## src/rtl/truth_table_sweeper.sv

```systemverilog
// Exhaustive truth-table sweeper: drives 2**N_IN vectors, dwells DWELL cycles, samples f_in.
// Optional build macro TT_CHECK_EN adds a comparison of the final table against expected_tt.
module truth_table_sweeper #(
  parameter int N_IN  = 4,
  parameter int DWELL = 2
) (
  input  logic                 clk,
  input  logic                 rst_n,
  input  logic                 start,
  input  logic                 abort,
  input  logic                 f_in,
`ifdef TT_CHECK_EN
  input  logic [2**N_IN-1:0]   expected_tt,
  output logic                 pass,
  output logic                 fail,
`endif
  output logic [N_IN-1:0]      vec_out,
  output logic                 busy,
  output logic                 done,
  output logic [2**N_IN-1:0]   table_out,
  output logic                 table_valid
);

  typedef enum logic [1:0] {IDLE, DRIVE, SAMPLE, DONE} state_t;

  localparam logic [7:0]      DWELL_LAST = 8'(DWELL - 1);
  localparam logic [N_IN-1:0] VEC_LAST   = {N_IN{1'b1}};
  localparam logic [N_IN-1:0] VEC_ONE    = N_IN'(1);

  state_t              state, state_nxt;
  logic [7:0]          dwell_cnt, cnt_nxt;
  logic [N_IN-1:0]     vec_nxt;
  logic [2**N_IN-1:0]  tbl_nxt;
  logic                valid_nxt;
`ifdef TT_CHECK_EN
  logic                pass_nxt, fail_nxt;
`endif

  always_comb begin
    state_nxt = state;
    cnt_nxt   = dwell_cnt;
    vec_nxt   = vec_out;
    tbl_nxt   = table_out;
    valid_nxt = table_valid;
`ifdef TT_CHECK_EN
    pass_nxt  = pass;
    fail_nxt  = fail;
`endif
    case (state)
      IDLE: begin
        // abort has priority over a simultaneous start
        if (start && !abort) begin
          state_nxt = DRIVE;
          vec_nxt   = '0;
          cnt_nxt   = '0;
          valid_nxt = 1'b0;
`ifdef TT_CHECK_EN
          pass_nxt  = 1'b0;
          fail_nxt  = 1'b0;
`endif
        end
      end
      DRIVE: begin
        if (abort) begin
          state_nxt = IDLE;
          vec_nxt   = '0;
          cnt_nxt   = '0;
        end else if (dwell_cnt == DWELL_LAST) begin
          state_nxt = SAMPLE;
          cnt_nxt   = '0;
        end else begin
          cnt_nxt   = dwell_cnt + 8'd1;
        end
      end
      SAMPLE: begin
        if (abort) begin
          state_nxt = IDLE;
          vec_nxt   = '0;
          cnt_nxt   = '0;
        end else begin
          tbl_nxt[vec_out] = f_in;
          if (vec_out == VEC_LAST) begin
            state_nxt = DONE;
          end else begin
            state_nxt = DRIVE;
            vec_nxt   = vec_out + VEC_ONE;
          end
        end
      end
      DONE: begin
        state_nxt = IDLE;
        vec_nxt   = '0;
        valid_nxt = 1'b1;
`ifdef TT_CHECK_EN
        pass_nxt  = (table_out == expected_tt);
        fail_nxt  = (table_out != expected_tt);
`endif
      end
      default: state_nxt = IDLE;
    endcase
  end

  // busy/done are registered from the next state so they line up with it
  always_ff @(posedge clk or negedge rst_n) begin
    if (!rst_n) begin
      state       <= IDLE;
      dwell_cnt   <= '0;
      vec_out     <= '0;
      busy        <= 1'b0;
      done        <= 1'b0;
      table_out   <= '0;
      table_valid <= 1'b0;
`ifdef TT_CHECK_EN
      pass        <= 1'b0;
      fail        <= 1'b0;
`endif
    end else begin
      state       <= state_nxt;
      dwell_cnt   <= cnt_nxt;
      vec_out     <= vec_nxt;
      busy        <= (state_nxt == DRIVE) || (state_nxt == SAMPLE);
      done        <= (state_nxt == DONE);
      table_out   <= tbl_nxt;
      table_valid <= valid_nxt;
`ifdef TT_CHECK_EN
      pass        <= pass_nxt;
      fail        <= fail_nxt;
`endif
    end
  end

endmodule
```

## config.mk

```make
export PLATFORM = sky130hd
export DESIGN_NAME = truth_table_sweeper
export DESIGN_NICKNAME = d
export VERILOG_FILES = /design/src/rtl/truth_table_sweeper.sv
export SDC_FILE = /design/constraint.sdc
export NUM_CORES = 1
export LEC_CHECK = 0
export BUFFER_PORTS_ARGS = -buffer_cell sky130_fd_sc_hd__buf_2
export CORE_MARGIN = 2
export CORE_UTILIZATION = 55
export DETAILED_ROUTE_END_ITERATION = 8
export PLACE_DENSITY = 0.75
export SYNTH_ARGS = -nofsm -noshare
export SYNTH_HDL_FRONTEND = slang
export SYNTH_SLANG_ARGS = --single-unit
```

## constraint.sdc

```tcl
create_clock -name clk -period 5.35 [get_ports clk]
set_clock_uncertainty 0.15 [all_clocks]
set_input_delay 1.605 -clock clk [delete_from_list [all_inputs] [get_ports clk]]
set_output_delay 1.605 -clock clk [all_outputs]
set_load 0.1 [all_outputs]
```

# == Word level (Yosys, flattened, before mapping) ==
# Cells that the tools add are included.
# word_totals
out_inout_bits,23
register_bits,33
elab_cells,56
# op_classes
magnitude_cmp,2
n_mux,21
n_reduce_logical,11
bitwise,1
n_eq_ne,12
addsub,2
# ops
operator,count
$mux 8,4
$pmux 8 s3,1
$bwmux 16,1
$mux 4,4
$pmux 4 s4,1
$mux 2,5
$add 8x1->8 const B,1
$eq 2x2->1 const B,4
$eq 8x1->1 const B,1
$pmux 2 s4,1
$ne 2x2->1 const B,3
$reduce_and 3->1,2
$lt 4x5->1 const B,1
$add 4x1->4 const B,1
$demux 1 s4,1
$eq 2x1->1 const B,2
$eq 4x4->1 const B,1
$ge 4x1->1 const B,1
$reduce_and 2->1,2
$ne 3x3->1 const B,1
$reduce_bool 3->1,1
$logic_and 1x1->1,2
$logic_not 2->1,1
$mux 1,2
5 further kinds,5

# == Longest topological paths before layout ==
# Gate-level depths: netlist of the first run.
# depth
depth_word,6
mapped_depth,6

# == Worst setup path before layout of the first run ==
# OpenSTA, ideal clock, no wires.
# synth_timing
path_type,in2reg
startpoint,input abort
endpoint,register busy
arrival_time_ns,2.615
path_stages,5
setup_ns,0.126
path_slack_ns,2.459
cell_sequence,nor3b_4 > and4_4 > buf_6 > o21bai_1 > ha_1
# synth_via
elab_chain_len,6
word_cells_on_any_way,9
# synth_rtl
element,line,source
start: declaration,10,"input logic abort,"
$logic_not 1->1,52,if (start && !abort) begin
$logic_and 1x1->1,52,
$mux 2,52,
$pmux 2 s4 (*),49,case (state)
via state_nxt[1],30,"state_t state, state_nxt;"
$eq 2x1->1 or $eq 2x2->1 (tied branches),121,busy <= (state_nxt == DRIVE) || (state_nxt == SAMPLE);
$logic_or 1x1->1 (*),121,
end signal: assignment,121,
end: declaration,18,"output logic busy,"
# The timed path passes the listed nets; every way through them passes the cells marked *.
# A chain may end at the register's enable or synchronous reset.

# == Worst setup path after layout of the first run ==
# layout_timing
startpoint,register vec_out[2]
endpoint,output vec_out[2]
# layout_lines
element,line,source
start: declaration,17,"output logic [N_IN-1:0] vec_out,"
start signal: assignment,120,vec_out <= vec_nxt;
# No word-level cell between the ends.

==> flow_summary.yaml, run 1 <==
yosys:
  ys_types: 30
  syn_avg_cell_area_um2: 10.85
  synth_nets: 163
  synthCells: 151
  netlist_area_um2: 1638
  ys_ff_latch: 33
  ys_warn_count: 0
  ys_seq_area_share_pct: 50.42
worst_hold_path:
  min_from: "table_out[11]$_DFFE_PN0P_"
  hold_end: "table_out[11]$_DFFE_PN0P_"
  min_path_type: "flop to flop"
  min_path_cells: 1
job:
  maxCapViolCount: 0
timing:
  setup_viol_count_final: 0
  hold_violations: 0
  slew_headroom_pct: 52.95
  whs_ps: 355.0
  max_freq_mhz: 321.0
  worstMarginPinSlew_ps: 705.8
  setup_tns_ps: 0
  rsz0062_at_grt: "false"
  min_period_ps: 3115
  fin_crit_sh_pct: 58.22
  drv_slew: 0
floorplanning:
  fp.dieH_um: 58.57
  pin_count: 28
  design.core.area_um2: 2781
  dieArea_um2: 3430
  die_w_um: 58.57
  start_util_pct: 58.88
  rows: 19
layout:
  drive_above_1_share_pct: 29.21
  layout.nets: 190
  layout_commonest_cell: "dfrtp_1"
  regArea_um2: 825.8
  antenna_cells: 0
  areaGrowthSynthToFinish_pct: 11.69
  mostFrequentLayoutCells: "dfrtp_1, buf_2, nand3_1"
  nFillCells: 229
  multi_input_area_um2: 755.7
pwr:
  switchingPower_uw: 193.8
  p_int_uw: 357.4
  pwr-share-clk_pct: 25.0
  p_seq_share_pct: 51.4
  powerDensity_nw_per_um2: 301.3
  combPwrFrac_pct: 23.6
  sw_frac_of_total_pct: 35.16
  leakagePower_uw: 0.0009061
  vdd_drop_max_v: 0.0002806
clock_network:
  cts_hold_buf: 0
  tritoncts: "built"
  clkTransAtPathRegs_ps: 90
  cts.sinks: 33
  post-cts-setup-buffers: 0
  root_buffer: "clkbuf_4"
  cts_resized: 0
  clk_latency_ps: 330
  clk_path_buf_depth: 2
  htree_levels: 2
  cts-buffers-inserted: 5
critical_path:
  reg2reg_depth: 4
  start_kind: "flop"
  max_stage_delay_ps: 540
  path_class: "flop to output pin"
  crit_chain: "buf_2"
  reg2reg_to: "busy$_DFF_PN0_"
  rrSetupSlack_ps: 3240
  r2r-start: "state[0]$_DFF_PN0_"
  crit_buf_inv: 1
  worstSetupEndpointType: "output pin"
  cp_slowest_cell: "dfrtp_1"
  cp_top_family: "flip-flops"
  critPathMaxFanout: 11
  required_ps: 3600
  cp.arrival_ps: 1360
grt:
  grt_pass1_vias: 1130
  antenna_found_initial: 0
  grt_usage_pct: 20.25
  grt_pass1_wl_mm: 5.230
  grt_overflow: 0
  grt_max_degree: 34
status:
  status: "finished clean"
place:
  dp_hpwl_mm: 2.185
  io_buffers: 27
  routabilityCongestion: 0.7766
drt:
  drtIter0Drc: 67
  wire_per_inst_um: 14.42
  vias_per_cell: 6.081
  wirelength_mm: 3.013
  vias: 1271
  drt_pass1_iterations: 5
  drc: 0
  ant_nets: 0
[synth_stat cells]
cell type | n | area, um^2
nand3_1 | 18 | 90.09
or3_1 | 4 | 25.02
or3b_2 | 1 | 8.760
nor3b_4 | 1 | 18.77
a2bb2oi_1 | 1 | 8.760
a22o_1 | 1 | 8.760
a21oi_1 | 9 | 45.04
o31ai_1 | 5 | 37.54
a21boi_1 | 1 | 7.510
clkbuf_1 | 3 | 11.26
mux2_2 | 16 | 180.2
nor2_1 | 7 | 26.28
inv_1 | 5 | 18.77
a21o_1 | 1 | 7.510
nand2b_1 | 2 | 12.51
and4_4 | 1 | 11.26
buf_2 | 3 | 15.01
nand4_1 | 4 | 25.02
nor2b_1 | 2 | 12.51
nor4_1 | 1 | 6.260
dfrtp_1 | 33 | 825.8
a21boi_0 | 1 | 7.510
buf_6 | 1 | 11.26
o21bai_1 | 1 | 7.510
o21ai_0 | 6 | 30.03
mux2i_1 | 2 | 20.02
ha_1 | 7 | 87.58
nor3b_1 | 1 | 7.510
nand2_1 | 9 | 33.78
or4_1 | 4 | 30.03
[power groups by stage]
stage / sequential [uW] / clock (uW) / combinational [uW]
2_1_floorplan: 330 / 0 / 61.1
3_3_place_gp: 288 / 0 / 128
3_5_place_dp: 288 / 0 / 131
4_1_cts: 283 / 143 / 131
5_1_grt: 287 / 151 / 143
6_report: 284 / 138 / 130
[kinds of logic (layout without fill, tap and decap cells)]
group	after synthesis	in the layout	share of synthesized area (%)
AOI/OAI and AO/OA	26	26	9.779
adders and majority gates	7	7	5.347
buffers and inverters	12	39	3.437
DFF	33	33	50.42
muxes	18	18	12.22
and+or+nand+nor	55	55	18.79
[layout make-up]
cell class	count	area share, %
multi-input cells	106	41.31
inverters	5	1.026
clock buffers	7	3.010
repair buffers	27	7.387
flip-flops and latches	33	45.14
well taps	31	2.120
[worst max path at each step]
| stage | end | from | slack [ps] | cells past startpoint |
|---|---|---|---|---|
| 3_5_place_dp | busy$_DFF_PN0_ | abort | 2000 | 5 |
| 5_1_grt | vec_out[2] | vec_out[2]$_DFFE_PN0P_ | 2140 | 1 |
| 4_1_cts | vec_out[2] | vec_out[2]$_DFFE_PN0P_ | 2200 | 1 |
| 2_1_floorplan | busy$_DFF_PN0_ | abort | 2460 | 5 |
| 3_3_place_gp | busy$_DFF_PN0_ | abort | 2050 | 5 |
| 6_report | vec_out[2] | vec_out[2]$_DFFE_PN0P_ | 2230 | 1 |
[state kept, by name (all words and copies together), names as in the netlist]
name / count
busy: 1
done: 1
dwell_cnt: 8
state: 2
table_out: 16
table_valid: 1
vec_out: 4
[through the flow]
stage	setup slack [ps]	util (%)	power, uW	std cells	cell area (um^2)
after floorplan	2459	-	390.8	151	1638
after global placement	2046	63.79	415.9	202	1774
after detailed placement	1999	63.79	418.4	202	1774
after CTS	2202	65.77	557.2	209	1829
after global routing	2142	65.77	580.6	209	1829
final	2235	65.77	551.2	209	1829
[layer usage]
layer / wire (um) / up-vias / part of all wire (%) / track usage (%)
met2: 1352 / 37 / 45 / 29.21
met5: 0 / - / 0 / 0
met1: 1410 / 626 / 47 / 28.45
li1: - / 603 / - / -
met3: 204 / 5 / 6.8 / 7.253
met4: 44 / 0 / 1.5 / 7.143
Note: power is estimated with default switching activity, not from simulation.
==> run 2: changes to the inputs <==
--- a/config.mk
+++ b/config.mk
@@ -7,9 +7,9 @@
 export LEC_CHECK = 0
 export BUFFER_PORTS_ARGS = -buffer_cell sky130_fd_sc_hd__buf_2
 export CORE_MARGIN = 2
-export CORE_UTILIZATION = 55
+export CORE_UTILIZATION = 49
 export DETAILED_ROUTE_END_ITERATION = 8
-export PLACE_DENSITY = 0.75
+export PLACE_DENSITY = 0.71
 export SYNTH_ARGS = -nofsm -noshare
 export SYNTH_HDL_FRONTEND = slang
 export SYNTH_SLANG_ARGS = --single-unit
==> constraint.sdc (replaced) <==
create_clock -name clk -period 2.55 [get_ports clk]
set_clock_uncertainty 0.15 [all_clocks]
set_input_delay 0.765 -clock clk [delete_from_list [all_inputs] [get_ports clk]]
set_output_delay 0.765 -clock clk [all_outputs]
set_load 0.1 [all_outputs]
==> run 2 against run 1 <==
Setup slack worse by 2000 ps. Flip-flop and latch count unchanged. Die area up 11%. Clock-buffer cell count unchanged. First-iteration DRC count down 13%. Design area up 2.1%. Cell count up 7.2%. Total power up 120%.
==> flow_summary.yaml, run 2 (synthesis gave the netlist of run 1 again) <==
timing:
  drv_slew: 0
  rsz0062_at_grt: "false"
  setup_tns_ps: 0
  worstMarginPinSlew_ps: 710.8
  slew_headroom_pct: 52.61
  fin_crit_sh_pct: 89.85
  max_freq_mhz: 436.4
  hold_violations: 0
  setup_viol_count_final: 0
  min_period_ps: 2291
critical_path:
  reg2reg_depth: 4
  cp_top_family: "flip-flops"
  crit_buf_inv: 1
  required_ps: 1640
  start_kind: "flop"
  max_stage_delay_ps: 540
  critPathMaxFanout: 11
  worstSetupEndpointType: "output pin"
  path_class: "flop to output pin"
  crit_chain: "buf_2"
  cp.arrival_ps: 1380
  crit_cells: 1
  reg2reg_to: "dwell_cnt[5]$_DFFE_PN0P_"
  r2r-start: "state[0]$_DFF_PN0_"
  cp_slowest_cell: "dfrtp_1"
  rrSetupSlack_ps: 590
drt:
  wirelength_mm: 3.088
  vias_per_cell: 5.554
  ant_nets: 0
  drtIter0Drc: 58
  drt_pass1_iterations: 4
  wire_per_inst_um: 13.79
  drc: 0
  vias: 1244
layout:
  areaGrowthSynthToFinish_pct: 14.06
  reg_top3: "table_out: 16 flops, dwell_cnt: 8 flops, vec_out: 4 flops"
  layout.nets: 191
  stdcell_count: 224
  nFillCells: 264
  top_register: "table_out"
  largest_reg_flops: 16
  antenna_cells: 0
  drive_above_1_share_pct: 30.56
  mostFrequentLayoutCells: "dfrtp_1, buf_2, nand3_1"
  layout_commonest_cell: "dfrtp_1"
floorplanning:
  die_w_um: 61.82
  rows: 20
  fp.dieH_um: 61.82
  start_util_pct: 52.36
  design.core.area_um2: 3128
  pin_count: 28
  dieArea_um2: 3821
job:
  maxCapViolCount: 0
grt:
  grt_usage_pct: 18.90
  grt_pass1_vias: 1173
  grt_max_degree: 34
  grt_pass1_wl_mm: 5.271
  antenna_found_initial: 0
  grt_overflow: 0
clock_network:
  cts_hold_buf: 0
  htree_levels: 2
  clkTransAtPathRegs_ps: 110
  cts_resized: 0
  cts-buffers-inserted: 5
  clk_path_buf_depth: 2
  root_buffer: "clkbuf_4"
  post-cts-setup-buffers: 0
  cts.sinks: 33
  clk_latency_ps: 340
  tritoncts: "built"
status:
  status: "finished clean"
pwr:
  leakagePower_uw: 0.0009215
  combPwrFrac_pct: 22.6
  vdd_drop_max_v: 0.0003350
  p_int_uw: 780.9
  p_seq_share_pct: 49.2
  powerDensity_nw_per_um2: 648.3
  sw_frac_of_total_pct: 35.52
  pwr-share-clk_pct: 28.3
  switchingPower_uw: 430.2
place:
  dp_hpwl_mm: 2.217
  io_buffers: 27
  routabilityCongestion: 0.7545
  place_inst: 216
worst_hold_path:
  min_path_type: "input port to asynchronous set/reset pin"
[run 2: changes by cell type in the layout (fill, tap and decap cells not counted)]
cell	previous run	this run
clkbuf_8	1	2
clkbuf_1	1	0
clkinv_2	0	1
buf_4	0	1
[run 2: final cells by class]
cell class / count / area (um^2) / share of cell area [%]
inverter: 5 / 18.77 / 1.005
multi-input combinational: 106 / 755.7 / 40.46
tap: 44 / 55.05 / 2.947
sequential: 33 / 825.8 / 44.21
clock buffer: 7 / 65.06 / 3.483
clock inverter: 1 / 5.005 / 0.2679
timing repair buffer: 28 / 142.6 / 7.636
[run 2: power by group through the flow]
stage,Sequential (uW),Clock (uW),Combinational (uW)
final,595,342,274
after global routing,601,375,298
after CTS,594,348,277
after detailed placement,605,0,276
after global placement,603,0,269
after floorplan,692,0,128
[run 2: per-stage QoR]
stage | cell area, um^2 | hold slack [ps] | util (%) | total power [uW] | setup WS (ps)
after global placement | 1798 | 332.3 | 57.48 | 872.2 | 263.1
after detailed placement | 1798 | 338.9 | 57.48 | 880.4 | 201.2
after global routing | 1868 | 376.2 | 59.72 | 1274 | 165.2
final | 1868 | 312.6 | 59.72 | 1211 | 258.7
after CTS | 1868 | 345.2 | 59.72 | 1219 | 255.7
after floorplan | 1638 | 319.4 | - | 820.0 | 248.0
[run 2: routing by layer]
metal,up-vias,GRT usage [%],routed length [um]
met5,-,0,0
met4,0,7.903,44
met3,6,4.348,127
met2,28,29.92,1529
met1,604,25.00,1386
li1,606,-,-
[run 2: worst max path at each step]
stage	slack (ps)	end	from
floorplan	250	vec_out[3]$_DFFE_PN0P_	vec_out[0]$_DFFE_PN0P_
global placement	260	dwell_cnt[5]$_DFFE_PN0P_	abort
detailed placement	200	dwell_cnt[7]$_DFFE_PN0P_	abort
CTS	260	vec_out[2]	vec_out[2]$_DFFE_PN0P_
global route	170	vec_out[2]	vec_out[2]$_DFFE_PN0P_
finish	260	vec_out[2]	vec_out[2]$_DFFE_PN0P_
==> run 3: changes to the inputs <==
--- a/config.mk
+++ b/config.mk
@@ -7,9 +7,9 @@
 export LEC_CHECK = 0
 export BUFFER_PORTS_ARGS = -buffer_cell sky130_fd_sc_hd__buf_2
 export CORE_MARGIN = 2
-export CORE_UTILIZATION = 49
+export CORE_UTILIZATION = 40
 export DETAILED_ROUTE_END_ITERATION = 8
-export PLACE_DENSITY = 0.71
+export PLACE_DENSITY = 0.59
 export SYNTH_ARGS = -nofsm -noshare
 export SYNTH_HDL_FRONTEND = slang
 export SYNTH_SLANG_ARGS = --single-unit
==> run 3 against run 2 <==
Sequential share of layout area shrank 0.47 points. Via count shrank 1.5%. Design area increased by 1.1%. Clock-buffer cell count decreased by 1. Clock power rose by 8.8%. Critical path depth is the same. Core utilization down 12 points. Highest routed layer unchanged.
==> flow_summary.yaml, run 3 (synthesis gave the netlist of run 1 again) <==
critical_path:
  required_ps: 1640
  reg2reg_to: "dwell_cnt[7]$_DFFE_PN0P_"
  critPathMaxFanout: 11
  crit_chain: "buf_2"
  r2r-start: "state[0]$_DFF_PN0_"
  worstSetupStartpoint: "vec_out[2]$_DFFE_PN0P_"
  cp_top_family: "flip-flops"
  start_kind: "flop"
  cp.arrival_ps: 1310
  cp_slowest_cell: "dfrtp_1"
  crit_buf_inv: 1
  max_stage_delay_ps: 530
  rrSetupSlack_ps: 600
  crit_end: "vec_out[2]"
  worstSetupEndpointType: "output pin"
  crit_cells: 1
  reg2reg_depth: 4
  path_class: "flop to output pin"
layout:
  largest_reg_flops: 16
  layout_commonest_cell: "dfrtp_1"
  drive_above_1_share_pct: 30.00
  mostFrequentLayoutCells: "dfrtp_1, buf_2, nand3_1"
  antenna_cells: 0
  top_register: "table_out"
  reg_top3: "table_out: 16 flops, dwell_cnt: 8 flops, vec_out: 4 flops"
  areaGrowthSynthToFinish_pct: 15.28
  layout.nets: 191
timing:
  worstMarginPinSlew_ps: 723.8
  min_period_ps: 2222
  fin_crit_sh_pct: 87.13
  hold_violations: 0
  setup_tns_ps: 0
  max_freq_mhz: 450.1
  drv_slew: 0
  slew_headroom_pct: 51.75
  rsz0062_at_grt: "false"
  whs_ps: 349.9
  setup_viol_count_final: 0
drt:
  vias: 1225
  drtIter0Drc: 40
  ant_nets: 0
  drc: 0
  vias_per_cell: 5.326
  wire_per_inst_um: 13.77
  wirelength_mm: 3.166
  drt_pass1_iterations: 4
pwr:
  leakagePower_uw: 0.0009251
  vdd_drop_max_v: 0.0002749
  powerDensity_nw_per_um2: 656.5
floorplanning:
  start_util_pct: 41.24
  fp.dieH_um: 67.99
  dieArea_um2: 4623
  pin_count: 28
  die_w_um: 67.99
  rows: 23
  design.core.area_um2: 3971
clock_network:
  post-cts-setup-buffers: 0
  cts.sinks: 33
  clk_path_buf_depth: 2
  htree_levels: 2
  tritoncts: "built"
  root_buffer: "clkbuf_8"
  clk_latency_ps: 280
  clkTransAtPathRegs_ps: 70
  cts-buffers-inserted: 5
  cts_hold_buf: 0
  cts_resized: 0
grt:
  antenna_found_initial: 0
  grt_overflow: 0
  grt_pass1_vias: 1144
  grt_max_degree: 34
  grt_pass1_wl_mm: 5.326
  grt_usage_pct: 15.65
status:
  status: "finished clean"
worst_hold_path:
  min_path_type: "flop to flop"
place:
  io_buffers: 27
  dp_hpwl_mm: 2.254
  routabilityCongestion: 0.7645
job:
  maxCapViolCount: 0
[run 3: cell types whose count changed in the layout (fill, tap and decap cells not counted)]
cell,delta
clkbuf_4,-5
clkbuf_1,+1
clkbuf_8,+3
clkinv_2,+1
[run 3: how the worst min path moves through the flow]
stage,from,endpoint,slack (ps),depth (start not counted)
floorplan,rst_n,busy$_DFF_PN0_,320,0
global placement,table_out[1]$_DFFE_PN0P_,table_out[1]$_DFFE_PN0P_,340,1
detailed placement,table_out[14]$_DFFE_PN0P_,table_out[14]$_DFFE_PN0P_,340,1
CTS,table_out[14]$_DFFE_PN0P_,table_out[14]$_DFFE_PN0P_,360,1
global route,table_out[0]$_DFFE_PN0P_,table_out[0]$_DFFE_PN0P_,360,1
finish,table_out[0]$_DFFE_PN0P_,table_out[0]$_DFFE_PN0P_,350,1
[run 3: worst reg2reg max path: stages (launching register included)]
cell      delay [ps]
dfrtp_1          470
nand2b_1         190
a22o_1           380
or4_1            540
a21oi_1          150
[run 3: cell type report]
type / instances / area, um^2
Multi-Input combinational cell: 106 / 755.7
Inverter: 5 / 18.77
Tap cell: 50 / 62.56
Timing Repair Buffer: 28 / 142.6
Sequential cell: 33 / 825.8
Clock buffer: 6 / 72.57
Clock inverter: 2 / 10.01
Fill cell: 396 / 2083
[run 3: routing by layer]
metal	vias to the layer above	global-route usage, %	wire length [um]
met3	6	5.099	160
met4	0	6.250	48
li1	603	-	-
met5	-	0	0
met2	26	24.03	1451
met1	590	20.38	1506
[run 3: through the flow]
step	std cells	power, uW	utilization (%)	setup WS [ps]	instance area, um^2
floorplan	151	820.0	-	248.0	1638
global placement	222	871.9	45.46	259.3	1805
detailed placement	222	880.6	45.46	203.9	1805
CTS	230	1261	47.54	316.2	1888
global route	230	1324	47.54	246.9	1888
finish	230	1240	47.54	328.3	1888
[run 3: where the power goes]
part	internal, uW	switching (uW)	leakage [uW]
registers	555	38.6	0.000457
logic	66.2	208	0.000423
clock network	189	183	0.0000450
total	810	430	0.000925
